===== src/rtl/gf233_karatsuba_seq.sv =====
// gf233_karatsuba_seq: unreduced 233x233 GF(2)[x] multiply, one level of
// Karatsuba over a shared external 117x117 multiplier (three issues per op).
//
// Ports:
//   clk, rst_n           clock, synchronous active-low reset
//   in_valid/in_ready    operand handshake, a and b (233 bits)
//   out_valid/out_ready  result handshake, d (465 bits, unreduced product)
//   mul_valid/mul_a/mul_b  issue to the external multiplier
//   mul_p                multiplier product, MUL_LAT cycles after issue
module gf233_karatsuba_seq #(
  parameter int MUL_LAT = 1
) (
  input  logic         clk,
  input  logic         rst_n,
  input  logic         in_valid,
  output logic         in_ready,
  input  logic [232:0] a,
  input  logic [232:0] b,
  output logic         out_valid,
  input  logic         out_ready,
  output logic [464:0] d,
  output logic         mul_valid,
  output logic [116:0] mul_a,
  output logic [116:0] mul_b,
  input  logic [233:0] mul_p
);

  typedef enum logic [2:0] {
    IDLE,
    ISSUE0,
    ISSUE2,
    ISSUE1,
    DRAIN,
    DONE
  } state_t;

  typedef enum logic [1:0] {
    TAG_NONE,
    TAG_Z0,
    TAG_Z2,
    TAG_Z1
  } tag_t;

  state_t       r_state;
  tag_t         r_tag [MUL_LAT];
  logic [232:0] r_a;
  logic [232:0] r_b;
  logic [233:0] r_z0;
  logic [233:0] r_z1;
  logic [233:0] r_z2;
  logic         r_z1_ok;
  logic         r_in_ready;
  logic         r_out_valid;
  logic         r_mul_valid;
  logic [116:0] r_mul_a;
  logic [116:0] r_mul_b;
  logic [464:0] r_d;

  tag_t         w_tag_in;
  tag_t         w_tag_out;
  logic [116:0] w_a_mid;
  logic [116:0] w_b_mid;
  logic [233:0] w_mid;
  logic [464:0] w_d;

  assign w_a_mid = {1'b0, r_a[115:0]} ^ r_a[232:116];
  assign w_b_mid = {1'b0, r_b[115:0]} ^ r_b[232:116];

  // z1 ^ z2 ^ z0 leaves only the cross terms a_lo*b_hi ^ a_hi*b_lo
  assign w_mid = r_z1 ^ r_z2 ^ r_z0;

  assign w_d = ({231'b0, r_z2} << 232)
             ^ ({231'b0, w_mid} << 116)
             ^ {231'b0, r_z0};

  assign w_tag_out = r_tag[MUL_LAT-1];

  // Tag of the issue presented this cycle; it rides the shift
  // register so it reaches the end exactly when mul_p is valid.
  always_comb begin
    w_tag_in = TAG_NONE;
    unique case (1'b1)
      (r_state == ISSUE0): w_tag_in = TAG_Z0;
      (r_state == ISSUE2): w_tag_in = TAG_Z2;
      (r_state == ISSUE1): w_tag_in = TAG_Z1;
      default:             w_tag_in = TAG_NONE;
    endcase
  end

  always_ff @(posedge clk) begin
    if (!rst_n) begin
      r_state     <= IDLE;
      for (int i = 0; i < MUL_LAT; i++)
        r_tag[i] <= TAG_NONE;
      r_a         <= '0;
      r_b         <= '0;
      r_z0        <= '0;
      r_z1        <= '0;
      r_z2        <= '0;
      r_z1_ok     <= 1'b0;
      r_d         <= '0;
      r_in_ready  <= 1'b1;
      r_out_valid <= 1'b0;
      r_mul_valid <= 1'b0;
      r_mul_a     <= '0;
      r_mul_b     <= '0;
    end else begin
      r_tag[0] <= w_tag_in;
      for (int i = 1; i < MUL_LAT; i++)
        r_tag[i] <= r_tag[i-1];

      unique case (1'b1)
        (w_tag_out == TAG_Z0): r_z0 <= mul_p;
        (w_tag_out == TAG_Z2): r_z2 <= mul_p;
        (w_tag_out == TAG_Z1): begin
          r_z1    <= mul_p;
          r_z1_ok <= 1'b1;
        end
        default: ;
      endcase

      unique case (r_state)
        IDLE: begin
          if (in_valid) begin
            r_a         <= a;
            r_b         <= b;
            r_mul_valid <= 1'b1;
            r_mul_a     <= {1'b0, a[115:0]};
            r_mul_b     <= {1'b0, b[115:0]};
            r_in_ready  <= 1'b0;
            r_state     <= ISSUE0;
          end
        end
        ISSUE0: begin
          r_mul_a <= r_a[232:116];
          r_mul_b <= r_b[232:116];
          r_state <= ISSUE2;
        end
        ISSUE2: begin
          r_mul_a <= w_a_mid;
          r_mul_b <= w_b_mid;
          r_state <= ISSUE1;
        end
        ISSUE1: begin
          r_mul_valid <= 1'b0;
          r_mul_a     <= '0;
          r_mul_b     <= '0;
          r_state     <= DRAIN;
        end
        DRAIN: begin
          if (r_z1_ok) begin
            r_d         <= w_d;
            r_out_valid <= 1'b1;
            r_z1_ok     <= 1'b0;
            r_state     <= DONE;
          end
        end
        DONE: begin
          if (out_ready) begin
            r_out_valid <= 1'b0;
            r_in_ready  <= 1'b1;
            r_state     <= IDLE;
          end
        end
        default: r_state <= IDLE;
      endcase
    end
  end

  assign in_ready  = r_in_ready;
  assign out_valid = r_out_valid;
  assign d         = r_d;
  assign mul_valid = r_mul_valid;
  assign mul_a     = r_mul_a;
  assign mul_b     = r_mul_b;

endmodule

===== config.mk =====
export PLATFORM = sky130hd
export DESIGN_NAME = gf233_karatsuba_seq
export DESIGN_NICKNAME = d
export VERILOG_FILES = /design/src/rtl/gf233_karatsuba_seq.sv
export SDC_FILE = /design/constraint.sdc
export NUM_CORES = 2
export LEC_CHECK = 0
export CORE_AREA = 10 10 544 546
export DETAILED_ROUTE_END_ITERATION = 16
export DIE_AREA = 0 0 554 556
export PLACE_DENSITY = 0.56
export SYNTH_ARGS = -nofsm -noshare
export SYNTH_HDL_FRONTEND = slang
export SYNTH_SLANG_ARGS = --single-unit

===== constraint.sdc =====
create_clock -name clk -period 3 [get_ports clk]
set_input_delay 0.3 -clock clk [delete_from_list [all_inputs] [get_ports clk]]
set_output_delay 0.3 -clock clk [all_outputs]
set_load 0.02 [all_outputs]

Word level (Yosys, flattened, before mapping) --
Memory sizes are Yosys's and may differ from the RTL's. Index checks and enable logic that the tools add are counted.
Cells by class: $add $sub $neg 0, $mul 0, div/mod/pow operators 0, magnitude comparators 0, equality and inequality tests 11, shifts and indexed selects 0, multiplexer cells 24, bitwise gates (word level) 6, reduce and logical (&&, ||, !) cells 13
Operators by type and width (count):
- 117-bit case mux with 4 select lines | 2
- 234-bit XOR | 2
- 465-bit by 234-bit XOR with 465-bit output | 1
- 465-bit by 350-bit XOR with 465-bit output | 1
- 117-bit 2-to-1 mux | 2
- 116-bit by 117-bit XOR with 117-bit output | 2
- 3-bit case mux with 6 select lines | 1
- 1-bit 2-to-1 mux | 11
- 3-bit 2-to-1 mux | 3
- 3-bit AND reduction | 3
- 2-bit AND reduction | 4
- 3-bit by 2-bit == test with 1-bit output (second input constant) | 2
- 3-bit == test (second input constant) | 2
- 2-bit != test (second input constant) | 3
- 1-bit case mux with 2 select lines | 3
- 2-bit case mux with 3 select lines | 1
- 2-bit nonzero test | 3
- 2-bit == test (second input constant) | 2
- 4-bit nonzero test | 1
- 3-bit by 1-bit == test with 1-bit output (second input constant) | 1
- 3-bit logical NOT | 1
- 2-bit by 1-bit == test with 1-bit output (second input constant) | 1
- 2-bit 2-to-1 mux | 1
- 2-bit OR reduction | 1
Word-level totals: register bits after elaboration 1874, bits in latches 0, bits in writable memories 2, memory bits (read-only) 0, output and inout port bits 702, memories kept 1
Memory list:
- r_tag | depth 1, width 2, rd ports 1, clocked after memory_dff 0, wr ports 1, line 45 | tag_t r_tag [MUL_LAT];

Logic depth before layout (Yosys ltp) --
depth after elaboration 4, gate-level depth with buffers 7, mapped depth without buffers 3

Worst setup path before layout --
OpenSTA, ideal clock, no wires.
kind register -> register, from register r_state[1], to register r_a[0], setup time 0.132 ns, data arrival time 1.489 ns, slack 1.378 ns, stages on the path, launching flop included 8, cell sequence dfxtp_1 -> buf_4 -> or4b_1 -> buf_2 -> buf_6 -> buf_6 -> nand2_1 -> a21oi_1
On the way: cells in the longest elaborated chain, start to end 2
Ends and longest elaborated chain:
- start: declaration | line 44 | state_t r_state;
- start signal: assignment | line 92 | r_state <= IDLE;
- start signal: assignment | line 131 | r_state <= ISSUE0;
- start signal: assignment | line 137 | r_state <= ISSUE2;
- 3-bit logical NOT | line 122 | unique case (r_state)
- 2-bit AND reduction (no line)
- end signal: assignment | line 95 | r_a <= '0;
- end signal: assignment | line 125 | r_a <= a;
- end: declaration | line 46 | logic [232:0] r_a;
Every way passes these cells. A chain may end at the register's enable or synchronous reset.

Worst setup path after layout --
from register r_state[0], to register r_mul_a[85], in the netlist mul_a[85]
On the way: cells in the longest elaborated chain, start to end 3
Ends and longest elaborated chain:
- 3-bit by 1-bit == test with 1-bit output, or another cell as far along | line 122
- 4-bit nonzero test (no line) / 2-bit != test (equally long branches)
- 2-bit AND reduction (no line)
- end signal: assignment | line 128 | r_mul_a <= {1'b0, a[115:0]};
- end signal: assignment | line 135 | r_mul_a <= r_a[232:116];
- end signal: assignment | line 140 | r_mul_a <= w_a_mid;
- end: declaration | line 55 | logic [116:0] r_mul_a;
Parallel ways exist; a longest one is shown, timed or not.

==> metrics <==
Post-CTS Setup Inserts 0; total global-route track usage 0.196; Layout Nets between 10k and 15k; RePlAce Congestion 0.867; DRT antenna net count 0; Synth top area share 0.490; total CTS buffers 209; vias in the first global route 65.9k; post-synthesis compound-gate area fraction 0.159; unrepaired setup endpoints after global routing no; Pre-antenna DRT Iters 6; 1st-iter DRT viols 4847; Finished Cell Area 106000 um2; drt total wl roughly 320000 um; DIE HEIGHT approximately 560 um; Top Ports 1406; worst skew pair latency 0.88 ns; Die X 554 um; most common cell after layout, fill and taps aside nand2_1; register area share after synthesis 0.490; synthesis-to-layout area growth 37.9%; Synth Area in XOR/XNOR 0.0936; Final Slew Violations 0; synth unique cells 40; clk_skew 0.0824 ns; H-tree lvl count 4; required time worst endpoint roughly 3.7 ns; worst-path fanout max 70; die area 308000 um2; CP max stage cell dfxtp_1; root buf cell clkbuf_16; normalized max-slew margin 0.413; Pwr Total 64.2 mW; setup TNS 0 ns; Hold WC Path Type in -> reg; GRT Residual Overflow 0; Final setup viols 0; layout cells sized above 1 0.0526; simple-gate share of the synthesized area 0.171; Crit. End Element register; final worst slack 0.471 ns; Worst Tran Pin Value 0.880 ns; Post-Place Worst Slack 0.584 ns; Crit path largest cell delay between 0.8 and 0.9 ns; Critical Path AT 3.20 ns; Area contributors post-synth dfxtp_1, nand2_1, a21oi_1; FF+latch area around 38000 um2; crit start category register; status finished, final reports clean; largest family of logic cells by synthesized area simple AND/OR/NAND/NOR gates; Max clock buf depth 4; Clock Pin Slew Worst Setup and Hold Paths 0.06 ns; fmax 0.395 GHz; Initial Utilization 0.269; dominant cell type by area after synthesis dfxtp_1; fin crit period around 2.5 ns; Placed Area between 90000 and 100000 um2; # fillers slightly below 30k; Hold Vio Cnt, Final 0; crit path kind reg -> reg; CTS tree built; most frequent cells in the layout nand2_1, dfxtp_1, a21oi_1, clkdlybuf4s50_1, xnor2_1; syn_nets ~10k; Yosys Warn Count 0; largest net degree at the start of global routing about 120; MaxCap Viol Count 0; #FFs+latches synth 1876; Max VDD drop 512 uV; Vias per Instance 4.66; Tcrit/Tclk final 0.843; DR vias 68.8k; Synth Area per Inst 8.26 um2; row cnt around 200; CTS sink cnt 1876; leak pwr 36.6 nW; DRC viols 0; Cells after Synth 9274; post_cts resized 0; mux cell area share after synthesis 0.0302; core area 284000 um2; Port-buffer cells 1405; global-route wire length before repair 464000 um; hpwl dp 235000 um; initial antenna violation count 78; Synth Cell Area ~77000 um2; multi-input combinational cell area roughly 35000 um2; Pwr per Cell Area 607 nW/um2; worst-path cell chain nand2b_4 > buf_12 > o21ai_0 > a221oi_1; Synth Area in Adders 0; quantity of hold-fixing buffers added after cts 407; wire length per cell 21.7 um; final core occ 0.371
-- cells in the mapped netlist, drive strengths merged --
cell type and number:
a221oi 232, o21bai 1, or2 1, or4b 1
nand2 2803, o21a 2, xor2 232, o311ai 1
a21oi 1404, nand4bb 1, nor3 2, nor2b 235
dfxtp 1876, and3 2, a2bb2oi 1, buf 351
nand3 6, nor3b 2, clkbuf 352, nand3b 1
inv 235, a211oi 233, xnor3 2, nand4b 2
nand2b 4, xnor2 582, o211a 1, nor4bb 2
mux2i 231, o21ai 235, and2 1, nor2 237
o211ai 2, nor4b 1
-- cells by family (layout without fill, tap and decap cells) --
logic type,after synthesis,count (layout)
multiplexers,231,231
XOR/XNOR,816,816
other,0,47
buffers and inverters,938,2639
flip-flops,1876,1876
AND/OR/NAND/NOR,3301,3301
AO/OA/AOI/OAI,2112,2112
-- per-stage QoR --
stage / instances / hold WS, ns
floorplan: 9274 / 0.436
global placement: 13946 / 0.441
detailed placement: 13946 / 0.446
CTS: 14737 / 0.000000278
global route: 14763 / 0.0302
finish: 14784 / 0.0762
-- final timing paths --
kind	start	endpoint	slack, ns	depth (start not counted)
setup / recovery	r_state[0]$_SDFFE_PN0P_	mul_a[85]$_SDFFE_PN0P_	0.47	4
hold / removal	b[105]	r_b[105]$_SDFFE_PN0P_	0.08	3
setup reg to reg	r_state[0]$_SDFFE_PN0P_	mul_a[85]$_SDFFE_PN0P_	0.47	4
hold reg to reg	r_z0[95]$_SDFFE_PN0N_	d[95]$_SDFFE_PN0P_	0.45	2
-- state kept, by name, summed over array words and instances (netlist names), 2 cells and up --
| register | count |
|---|---|
| r_z2 | 234 |
| r_state | 3 |
| r_z1 | 234 |
| mul_a | 117 |
| r_z0 | 234 |
| d | 465 |
| r_tag | 2 |
| r_b | 233 |
| r_a | 233 |
| mul_b | 117 |
-- power breakdown --
| group | switching [mW] | internal (mW) | total, mW | leakage, nW |
|---|---|---|---|---|
| Combinational | 5.97 | 4.51 | 10.5 | 17.9 |
| Clock | 11.1 | 15.2 | 26.2 | 3.46 |
| Sequential | 1.18 | 26.3 | 27.5 | 15.3 |
| Total | 18.2 | 46.0 | 64.2 | 36.6 |
-- metal layers --
metal  global-route usage  vias to the layer above  part of all wire
met3               0.0539                      463             0.075
met4               0.0712                       52             0.039
li1                     -                    33545                 -
met5                    0                        -            0.0010
met2                0.318                     2094              0.45
met1                0.249                    32670              0.43
-- worst max-delay path: cells and delay by family, from the launching register on --
family	cells	cell delay, ns
flops	1	0.86
compound gates	2	0.35
buf+inv	1	0.37
simple gates	1	0.56
-- final cells by class --
| class | count | area share |
|---|---|---|
| diodes | 47 | 0.00111 |
| flip-flops and latches | 1876 | 0.355 |
| inverters | 235 | 0.00842 |
| repair buffers | 2020 | 0.195 |
| well taps | 3762 | 0.0445 |
| multi-input cells | 6460 | 0.330 |
| clock inverters | 65 | 0.00706 |
| clock buffers | 319 | 0.0591 |
No activity file was read; power rests on OpenSTA's default activity.
